--- src/rtl/pool_pkg.sv ---
// Shared constants and width helpers for the 2-D pooling unit.
// Accumulator width depends on whether POOL_AVG_EN is defined.
package pool_pkg;

    localparam logic POOL_MAX = 1'b0;
    localparam logic POOL_AVG = 1'b1;

`ifdef POOL_AVG_EN
    localparam int AVG_GROW = 1;
`else
    localparam int AVG_GROW = 0;
`endif

    function automatic int clog2(input int v);
        int r;
        r = 0;
        for (int i = 0; i < 31; i++) begin
            if ((1 << i) < v) r = i + 1;
        end
        return r;
    endfunction

    // A K x K sum needs 2*log2(K) guard bits; max-only keeps the sample width.
    function automatic int acc_w(input int dw, input int k);
        return dw + AVG_GROW * 2 * clog2(k);
    endfunction

endpackage

--- src/rtl/pool_line_buf.sv ---
// Partial vertical results, one entry per output column.
// Synchronous write, combinational read.
module pool_line_buf
    import pool_pkg::*;
#(
    parameter int DEPTH = 4,
    parameter int WIDTH = 20,
    parameter int AW    = (clog2(DEPTH) > 0) ? clog2(DEPTH) : 1
) (
    input  logic             clk,
    input  logic             i_we,
    input  logic [AW-1:0]    i_waddr,
    input  logic [WIDTH-1:0] i_wdata,
    input  logic [AW-1:0]    i_raddr,
    output logic [WIDTH-1:0] o_rdata
);

    // No reset: every entry is overwritten on the first row of each window band.
    logic [WIDTH-1:0] r_mem [0:DEPTH-1];

    always_ff @(posedge clk) begin
        if (i_we) r_mem[i_waddr] <= i_wdata;
    end

    assign o_rdata = r_mem[i_raddr];

endmodule

--- src/rtl/pool_2d.sv ---
// Streaming non-overlapping K x K pooling (max; average when POOL_AVG_EN is defined).
// Raster-order input, no backpressure, per-frame enable/mode latch.
module pool_2d
    import pool_pkg::*;
#(
    parameter int DWIDTH = 20,
    parameter int IMG_W  = 8,
    parameter int IMG_H  = 8,
    parameter int POOL_K = 2
) (
    input  logic              clk,
    input  logic              reset,
    input  logic              en_pool,
    input  logic              mode,
    input  logic [DWIDTH-1:0] data_in,
    input  logic              valid_in,
    output logic [DWIDTH-1:0] data_out,
    output logic              valid_out,
    output logic              frame_done
);

    localparam int LK  = clog2(POOL_K);
    localparam int ACC = acc_w(DWIDTH, POOL_K);
    localparam int NE  = IMG_W / POOL_K;
    localparam int CW  = clog2(IMG_W);
    localparam int RW  = clog2(IMG_H);
    localparam int AW  = (clog2(NE) > 0) ? clog2(NE) : 1;

    localparam logic [CW-1:0] COL_LAST = CW'(IMG_W - 1);
    localparam logic [RW-1:0] ROW_LAST = RW'(IMG_H - 1);

    generate
        if ((IMG_W % POOL_K) != 0 || (IMG_H % POOL_K) != 0 ||
            POOL_K < 2 || (POOL_K & (POOL_K - 1)) != 0) begin : g_cfg_err
            $error("pool_2d: IMG_W/IMG_H must be multiples of POOL_K, POOL_K a power of two");
        end
    endgenerate

    logic [CW-1:0]            r_col;
    logic [RW-1:0]            r_row;
    logic                     r_act_en;
    logic signed [ACC-1:0]    r_hacc;
    logic [DWIDTH-1:0]        r_data_out;
    logic                     r_valid_out;
    logic                     r_frame_done;

    logic                     w_first;
    logic                     w_en;
    logic                     w_col_last;
    logic                     w_last;
    logic [LK-1:0]            w_kx;
    logic [LK-1:0]            w_ky;
    logic                     w_kx_last;
    logic                     w_ky_last;
    logic signed [ACC-1:0]    w_in;
    logic signed [ACC-1:0]    w_hsum;
    logic signed [ACC-1:0]    w_vsum;
    logic signed [ACC-1:0]    w_lb_rd;
    logic [AW-1:0]            w_lb_addr;
    logic                     w_lb_we;
    logic [DWIDTH-1:0]        w_res;

    // Pixel (0,0) must already see the new frame's settings, so bypass the latch there.
    assign w_first    = (r_col == '0) && (r_row == '0);
    assign w_en       = w_first ? en_pool : r_act_en;
    assign w_col_last = (r_col == COL_LAST);
    assign w_last     = w_col_last && (r_row == ROW_LAST);
    assign w_kx       = r_col[LK-1:0];
    assign w_ky       = r_row[LK-1:0];
    assign w_kx_last  = &w_kx;
    assign w_ky_last  = &w_ky;
    assign w_in       = ACC'(signed'(data_in));
    assign w_lb_addr  = AW'(r_col >> LK);
    assign w_lb_we    = valid_in && w_en && w_kx_last;

    function automatic logic signed [ACC-1:0] vmax(input logic signed [ACC-1:0] a,
                                                   input logic signed [ACC-1:0] b);
        return (b > a) ? b : a;
    endfunction

`ifdef POOL_AVG_EN
    logic r_act_mode;
    logic w_avg;
    assign w_avg = ((w_first ? mode : r_act_mode) == POOL_AVG);

    always_comb begin
        w_hsum = w_in;
        w_vsum = w_hsum;
        if (w_kx != '0) w_hsum = w_avg ? (r_hacc + w_in) : vmax(r_hacc, w_in);
        w_vsum = w_hsum;
        if (w_ky != '0) w_vsum = w_avg ? (w_lb_rd + w_hsum) : vmax(w_lb_rd, w_hsum);
    end

    // Taking the top DWIDTH bits is the arithmetic shift (floor) by 2*log2(K).
    assign w_res = w_avg ? w_vsum[ACC-1:2*LK] : w_vsum[DWIDTH-1:0];

    always_ff @(posedge clk or posedge reset) begin
        if (reset)                    r_act_mode <= POOL_MAX;
        else if (valid_in && w_first) r_act_mode <= mode;
    end
`else
    logic w_unused_mode;
    assign w_unused_mode = mode;

    always_comb begin
        w_hsum = w_in;
        w_vsum = w_hsum;
        if (w_kx != '0) w_hsum = vmax(r_hacc, w_in);
        w_vsum = w_hsum;
        if (w_ky != '0) w_vsum = vmax(w_lb_rd, w_hsum);
    end

    assign w_res = w_vsum;
`endif

    pool_line_buf #(
        .DEPTH (NE),
        .WIDTH (ACC),
        .AW    (AW)
    ) u_lb (
        .clk     (clk),
        .i_we    (w_lb_we),
        .i_waddr (w_lb_addr),
        .i_wdata (w_vsum),
        .i_raddr (w_lb_addr),
        .o_rdata (w_lb_rd)
    );

    always_ff @(posedge clk or posedge reset) begin
        if (reset) begin
            r_col        <= '0;
            r_row        <= '0;
            r_act_en     <= 1'b0;
            r_hacc       <= '0;
            r_data_out   <= '0;
            r_valid_out  <= 1'b0;
            r_frame_done <= 1'b0;
        end else begin
            r_valid_out  <= 1'b0;
            r_frame_done <= 1'b0;
            if (valid_in) begin
                if (w_col_last) begin
                    r_col <= '0;
                    r_row <= (r_row == ROW_LAST) ? '0 : r_row + 1'b1;
                end else begin
                    r_col <= r_col + 1'b1;
                end
                if (w_first) r_act_en <= en_pool;
                if (!w_en) begin
                    r_data_out   <= data_in;
                    r_valid_out  <= 1'b1;
                    r_frame_done <= w_last;
                end else begin
                    r_hacc <= w_hsum;
                    if (w_kx_last && w_ky_last) begin
                        r_data_out   <= w_res;
                        r_valid_out  <= 1'b1;
                        r_frame_done <= w_last;
                    end
                end
            end
        end
    end

    assign data_out   = r_data_out;
    assign valid_out  = r_valid_out;
    assign frame_done = r_frame_done;

endmodule
--- config.mk ---
export PLATFORM = sky130hd
export DESIGN_NAME = pool_2d
export DESIGN_NICKNAME = d
export VERILOG_FILES = /design/src/rtl/pool_pkg.sv /design/src/rtl/pool_line_buf.sv /design/src/rtl/pool_2d.sv
export SDC_FILE = /design/constraint.sdc
export NUM_CORES = 1
export LEC_CHECK = 0
export CORE_ASPECT_RATIO = 1.75
export CORE_UTILIZATION = 42
export DETAILED_ROUTE_END_ITERATION = 7
export PLACE_DENSITY = 0.68
export SYNTH_ARGS = -nofsm -noshare
export SYNTH_HDL_FRONTEND = slang
export SYNTH_HIERARCHICAL = 1
export SYNTH_SLANG_ARGS = --single-unit
--- constraint.sdc ---
create_clock -name clk -period 5.1 [get_ports clk]
set_clock_uncertainty 0.05 [all_clocks]
set_input_delay 0.51 -clock clk [delete_from_list [all_inputs] [get_ports clk]]
set_output_delay 0.51 -clock clk [all_outputs]
set_load 0.1 [all_outputs]
======== Word level (Yosys, flattened, before mapping) ========
Memory sizes are Yosys's and may differ from the RTL's.
Cells that the tools add are included.
W data, S select, Z words.
storage, ports and cells
  register bits ........................... 49
  memory bits (writable) .................. 80
  bits of input ports ..................... 25
  output and inout bits ................... 22
  logic and storage cells ................. 42
  memories ................................ 1
memories
  name        depth  width  rd ports  clocked after memory_dff  write ports  RTL line             source
  u_lb.r_mem  4      20     1         0                         1            pool_line_buf.sv:19  logic [WIDTH-1:0] r_mem [0:DEPTH-1];
cells by class
  add/sub/neg operators ................... 2
  order comparisons ....................... 2
  equal/unequal tests ..................... 3
  muxes and demuxes ....................... 17
  reductions and logical operators ........ 10
operator list
  kind                   number
  $mux W20               6
  $gt A20 B20 Y1         2
  $mux W1                9
  $add A3 B1 Y3 const B  2
  $eq A3 B3 Y1 const B   2
  $logic_not A3 Y1       2
  $mux W3                2
  $reduce_and A2 Y1      3
  $logic_and A1 B1 Y1    5
  $ne A2 B1 Y1 const B   1

======== Depth between registers and ports, before layout ========
  depth in word-level cells ............... 8
  depth in mapped cells ................... 19
  gate-level depth less buffers ........... 16

======== Hierarchy ========
Netlist, hierarchy kept.
by module, submodules not included
  module         instances  cells each  area each (µm²)
  pool_2d        1          465         4337.9
  pool_line_buf  1          108         2916.5

======== Least setup slack after synthesis ========
Ideal clock, no wire load.
  kind .................................... input port to flip-flop
  start point ............................. in data_in[19]
  end point ............................... mem u_lb.r_mem[0][10], data pin
  setup time .............................. 0.264 ns
  arrival ................................. 4.624 ns
  required time ........................... 4.786 ns
  slack ................................... 0.162 ns
  stages .................................. 17
  path buffers ............................ 3
  cell sequence ........................... ha_1 > nand4_1 > nor4_1 > a21bo_2 > a211oi_1 > clkbuf_1 > a2111oi_0 > a21o_1 > ha_1 > nand4_2 > or4_1 > o21ai_1 > o21ba_1 > or3_1 > buf_6 > buf_6 > mux2_4
on the way
  cells in the longest elaborated chain, start to end .. 6
ends and longest elaborated chain
  item                  RTL line             source
  from (decl)           pool_2d.sv:15        input logic [DWIDTH-1:0] data_in,
  $gt A20 B20 Y1        pool_2d.sv:78        return (b > a) ? b : a;
  $mux W20              pool_2d.sv:78
  $mux W20 (*)          pool_2d.sv:108       if (w_kx != '0) w_hsum = vmax(r_hacc, w_in);
  named net w_hsum[19]  pool_2d.sv:56        logic signed [ACC-1:0] w_hsum;
  $gt A20 B20 Y1 (*)    pool_2d.sv:78
  $mux W20 (*)          pool_2d.sv:78
  $mux W20 (*)          pool_2d.sv:110       if (w_ky != '0) w_vsum = vmax(w_lb_rd, w_hsum);
  named net w_res[10]   pool_2d.sv:61        logic [DWIDTH-1:0] w_res;
  to (decl)             pool_line_buf.sv:19
Mark *: on every way through the listed nets, which the timed path passes. The rest lies on a longest branch.

======== Final worst setup path ========
  start point ............................. reg r_hacc[17]
  end point ............................... mem u_lb.r_mem[3][19], data pin
on the way
  cells in the longest elaborated chain, start to end .. 6
ends and longest elaborated chain
  item                    RTL line        source
  from (decl)             pool_2d.sv:42   logic signed [ACC-1:0] r_hacc;
  from (signal assigned)  pool_2d.sv:154  r_hacc <= w_hsum;
  $gt A20 B20 Y1          pool_2d.sv:78
  $mux W20                pool_2d.sv:78
  $mux W20                pool_2d.sv:108
  named net w_hsum[7]     pool_2d.sv:56
  $gt A20 B20 Y1          pool_2d.sv:78
  $mux W20                pool_2d.sv:78
  $mux W20                pool_2d.sv:110
  named net w_res[19]     pool_2d.sv:61
The timed path passes the listed nets, and every way through them passes these cells.

==> results.md <==
- I/O pin count: 47
- # rows: 63
- Placed Cells: 919
- WP buf/inv: 6
- Peak supply drop: 398 uV
- Initial Util: 42.8%
- CP arrival: 5.34 ns
- Setup slack after layout: -0.120 ns
- Die footprint: 0.0178 mm2
- TritonRoute pass-1 iters: 5
- Max Root-Sink Buffers: 2
- CP top delay family: simple AND/OR/NAND/NOR gates
- P_leak: 4.29 nW
- Root Buffer: clkbuf_16
- FILL cells: 1311
- GPL Wtd Cong: 0.878
- Horiz. Die Dim: 101 um
- Largest net degree at the start of global routing: 50
- Port Buffers: 45
- Top_reg_cell synth: edfxtp_1
- Synth Area in Compound Gates: 14.6%
- Min Tclk post-route: 5.22 ns
- Largest family of logic cells by synthesized area: compound AO/OA/AOI/OAI gates
- Sequential element share of the synthesized area: 50.0%
- Crit-path max FO: 12
- Via Count: 5635
- Status: finished with violations
- Synthesized instance count: 573
- Worst hold path depth: 2
- Slew margin rel.: 33.6%
- Antenna cells: 0
- Mux share of post-synthesis cell area: 13.8%
- Final Instance Area: 0.00994 mm2
- Placed inst area: 0.00870 mm2
- Setup crit end kind: register
- Share of post-route cells with drive strength above 1: 38.0%
- Worst min path class: reg2reg
- First-pass GRT wire length: 32.4 mm
- FF-to-FF Start: r_hacc[17]
- Max-Cap Viols: 0
- Sinks on Clock Net: 129
- Mapped Nets: 644
- GR met3 Demand/Resource: 4.58%
- CP Cell Sequence: inv_2, ha_4, nand4_1, nor4_2, a21bo_2, and3_4, buf_6, buf_6, a2111oi_4, buf_4, a21o_1, ha_4, nand4_1, or4_4, o21ai_4, o21ba_4, or3_4, buf_6, buf_16, mux2_4
- #FFs+latches synth: 129
- Num CTS Buffers: 17
- Antenna-violating nets left: 0
- WS Path Type: reg2reg
- CP max stage cell: or4_4
- DRC viols: 0
- Simple-gate area share of the yosys netlist: 7.54%
- Final hold vios: 0
- DR iter-0 viols: 315
- # nets final: 800
- Initial antenna violation count: 0
- Worst-margin pin slew: 0.993 ns
- Post-Syn Area: 0.00725 mm2
- Critical Path RT: 5.22 ns
- Met2 Usage GRT: 42.6%
- Syn. warnings: 6
- Final worst path period share: 102%
- Core box area: 0.0169 mm2
- Final non-filler cell total: 969
- Slowest cell delay on critical path: 0.59 ns
- CTS tree: done
- Area share of fa/ha/maj cells after synthesis: 7.93%
- Total wire length: 21.5 mm
- Setup violations, final: 82
- Post-synthesis xor/xnor area fraction: 0%
- Clock latency on the worst-skew pair: 0.43 ns
- Power Density: 751 mW/mm2
- Synth async-reset ratio: 38.0%
- Failing checks: negative setup slack
- Distinct cells, synth: 45
- Vias/cell: 5.82
- Crit start category: register
- Min-delay src: data_out[15]
- Setup TNS: -8.03 ns
- Reg2reg setup slack: -0.12 ns
- HPWL Detailed: 14.4 mm
- Met1 Usage GRT: 26.2%
- Post-DR wirelength/cell: 22.2 um
- Max Fclk: 192 MHz
- GRT Total Usage: 25.2%
- Most used cell, CP: buf_6
- Clock transition at path regs: 0.06 ns
- GRT Max-Usage Layer: met2
- Slew Viols, Final: 0
- R2r worst-path depth: 20
- RSZ-0062 raised after global routing: true
- Vias in the first global route: 6020
- Hold endpoint: data_out[15]
- Reg-to-reg critical path endpoint: u_lb/r_mem[3][19]
- Area growth syn-to-layout: 37.0%
- Post-cts hold buffer count: 0
- Die height: 176 um
- Post-synth EDFFs: 80
- H-tree Lvls: 4
- Total grt overflow: 0
- Syn Area/Cell: 12.7 um2
## worst max path at each step
stage / start / end / slack [ns] / depth (start not counted)
4_1_cts: data_in[14] / u_lb/r_mem[0][7] / 0.01 / 19
3_5_place_dp: data_in[19] / u_lb/r_mem[3][7] / -0.67 / 17
6_report: r_hacc[17] / u_lb/r_mem[3][19] / -0.12 / 20
3_3_place_gp: data_in[19] / u_lb/r_mem[2][7] / -0.60 / 18
2_1_floorplan: data_in[19] / u_lb/r_mem[0][10] / 0.16 / 17
5_1_grt: r_hacc[17] / u_lb/r_mem[0][7] / -0.25 / 20
## layer usage
| metal | share of wire, % | vias up |
|---|---|---|
| met2 | 51 | 224 |
| met5 | 0 | - |
| li1 | - | 2513 |
| met4 | 8.7 | 0 |
| met3 | 4.8 | 100 |
| met1 | 35 | 2798 |
## final cells by class
cell class | count | area, um2 | area share [%]
Sequential cell | 129 | 3630 | 36.5
Multi-Input combinational cell | 341 | 3630 | 36.5
Timing Repair Buffer | 173 | 1580 | 15.9
Clock buffer | 18 | 429 | 4.32
Tap cell | 227 | 284 | 2.86
Inverter | 67 | 251 | 2.53
Clock inverter | 14 | 133 | 1.33
## synthesized netlist by cell type, drive strengths merged (21+ instances only)
library cell | n | area (um2)
dfrtp | 49 | 1230
a21o | 22 | 165
nand3 | 21 | 105
mux2 | 42 | 541
inv | 67 | 251
nor3 | 24 | 120
ha | 46 | 576
a211oi | 22 | 165
clkbuf | 27 | 101
edfxtp | 80 | 2400
a21oi | 21 | 105
nor2 | 28 | 105
## power breakdown
part / internal (W) / switching [W] / leakage, nW
logic: 0.00190 / 0.00265 / 2.73
clock network: 0.000675 / 0.000485 / 0.261
registers: 0.00157 / 0.000179 / 1.30
total: 0.00415 / 0.00332 / 4.29
## state kept, by name, indices dropped and copies added, names as in the netlist
register and cells:
r_col 3, r_act_en 1, valid_out 1, r_row 3, u_lb/r_mem 80, frame_done 1, data_out 20, r_hacc 20
## metrics by stage
step | worst slack, ns | util (%) | total power (W) | hold WS, ns
floorplan | 0.162 | - | 0.00433 | 0.451
global placement | -0.601 | 51.3 | 0.00557 | 0.469
detailed placement | -0.667 | 51.3 | 0.00568 | 0.497
CTS | 0.0134 | 55.8 | 0.00709 | 0.509
global route | -0.246 | 58.6 | 0.00783 | 0.524
finish | -0.120 | 58.6 | 0.00747 | 0.475
## timing repair
| action | in CTS | in global routing |
|---|---|---|
| resized for setup | 28 | 64 |
| buffers inserted | 4 | 11 |
| pin swaps | 10 | 23 |
| setup endpoints to repair | 100 | 100 |
| cloned | 2 | 2 |
## layout by cell type (no fill, tap or decap), types with 6 or more instances in the layout
cell type,n
a2111oi_0,8
nand2_1,8
mux4_2,20
o21ai_0,6
a211oi_1,20
inv_1,64
nor3_1,22
dlymetal6s2s_1,12
clkbuf_16,17
nand3_1,21
nor2_1,28
a21o_1,22
buf_6,10
ha_4,12
o41ai_2,11
mux2_2,23
mux2_4,19
nand4_1,8
dfrtp_1,48
ha_1,34
o41ai_4,8
buf_4,111
clkdlybuf4s50_1,33
edfxtp_1,80
a21oi_1,20
## kinds of logic (layout without fill, tap and decap cells)
logic type / Yosys count / count (layout)
fa+ha+maj: 46 / 46
mux: 63 / 63
simple gates: 107 / 107
flops: 129 / 129
compound gates: 125 / 125
buf+inv: 103 / 272
## tightest hold or removal path: stages, from the launching register on
cell and delay [ns]:
dfrtp_1 0.34, nor2_1 0.05, nor3_2 0.08
Power figures use the tool's default switching activity.
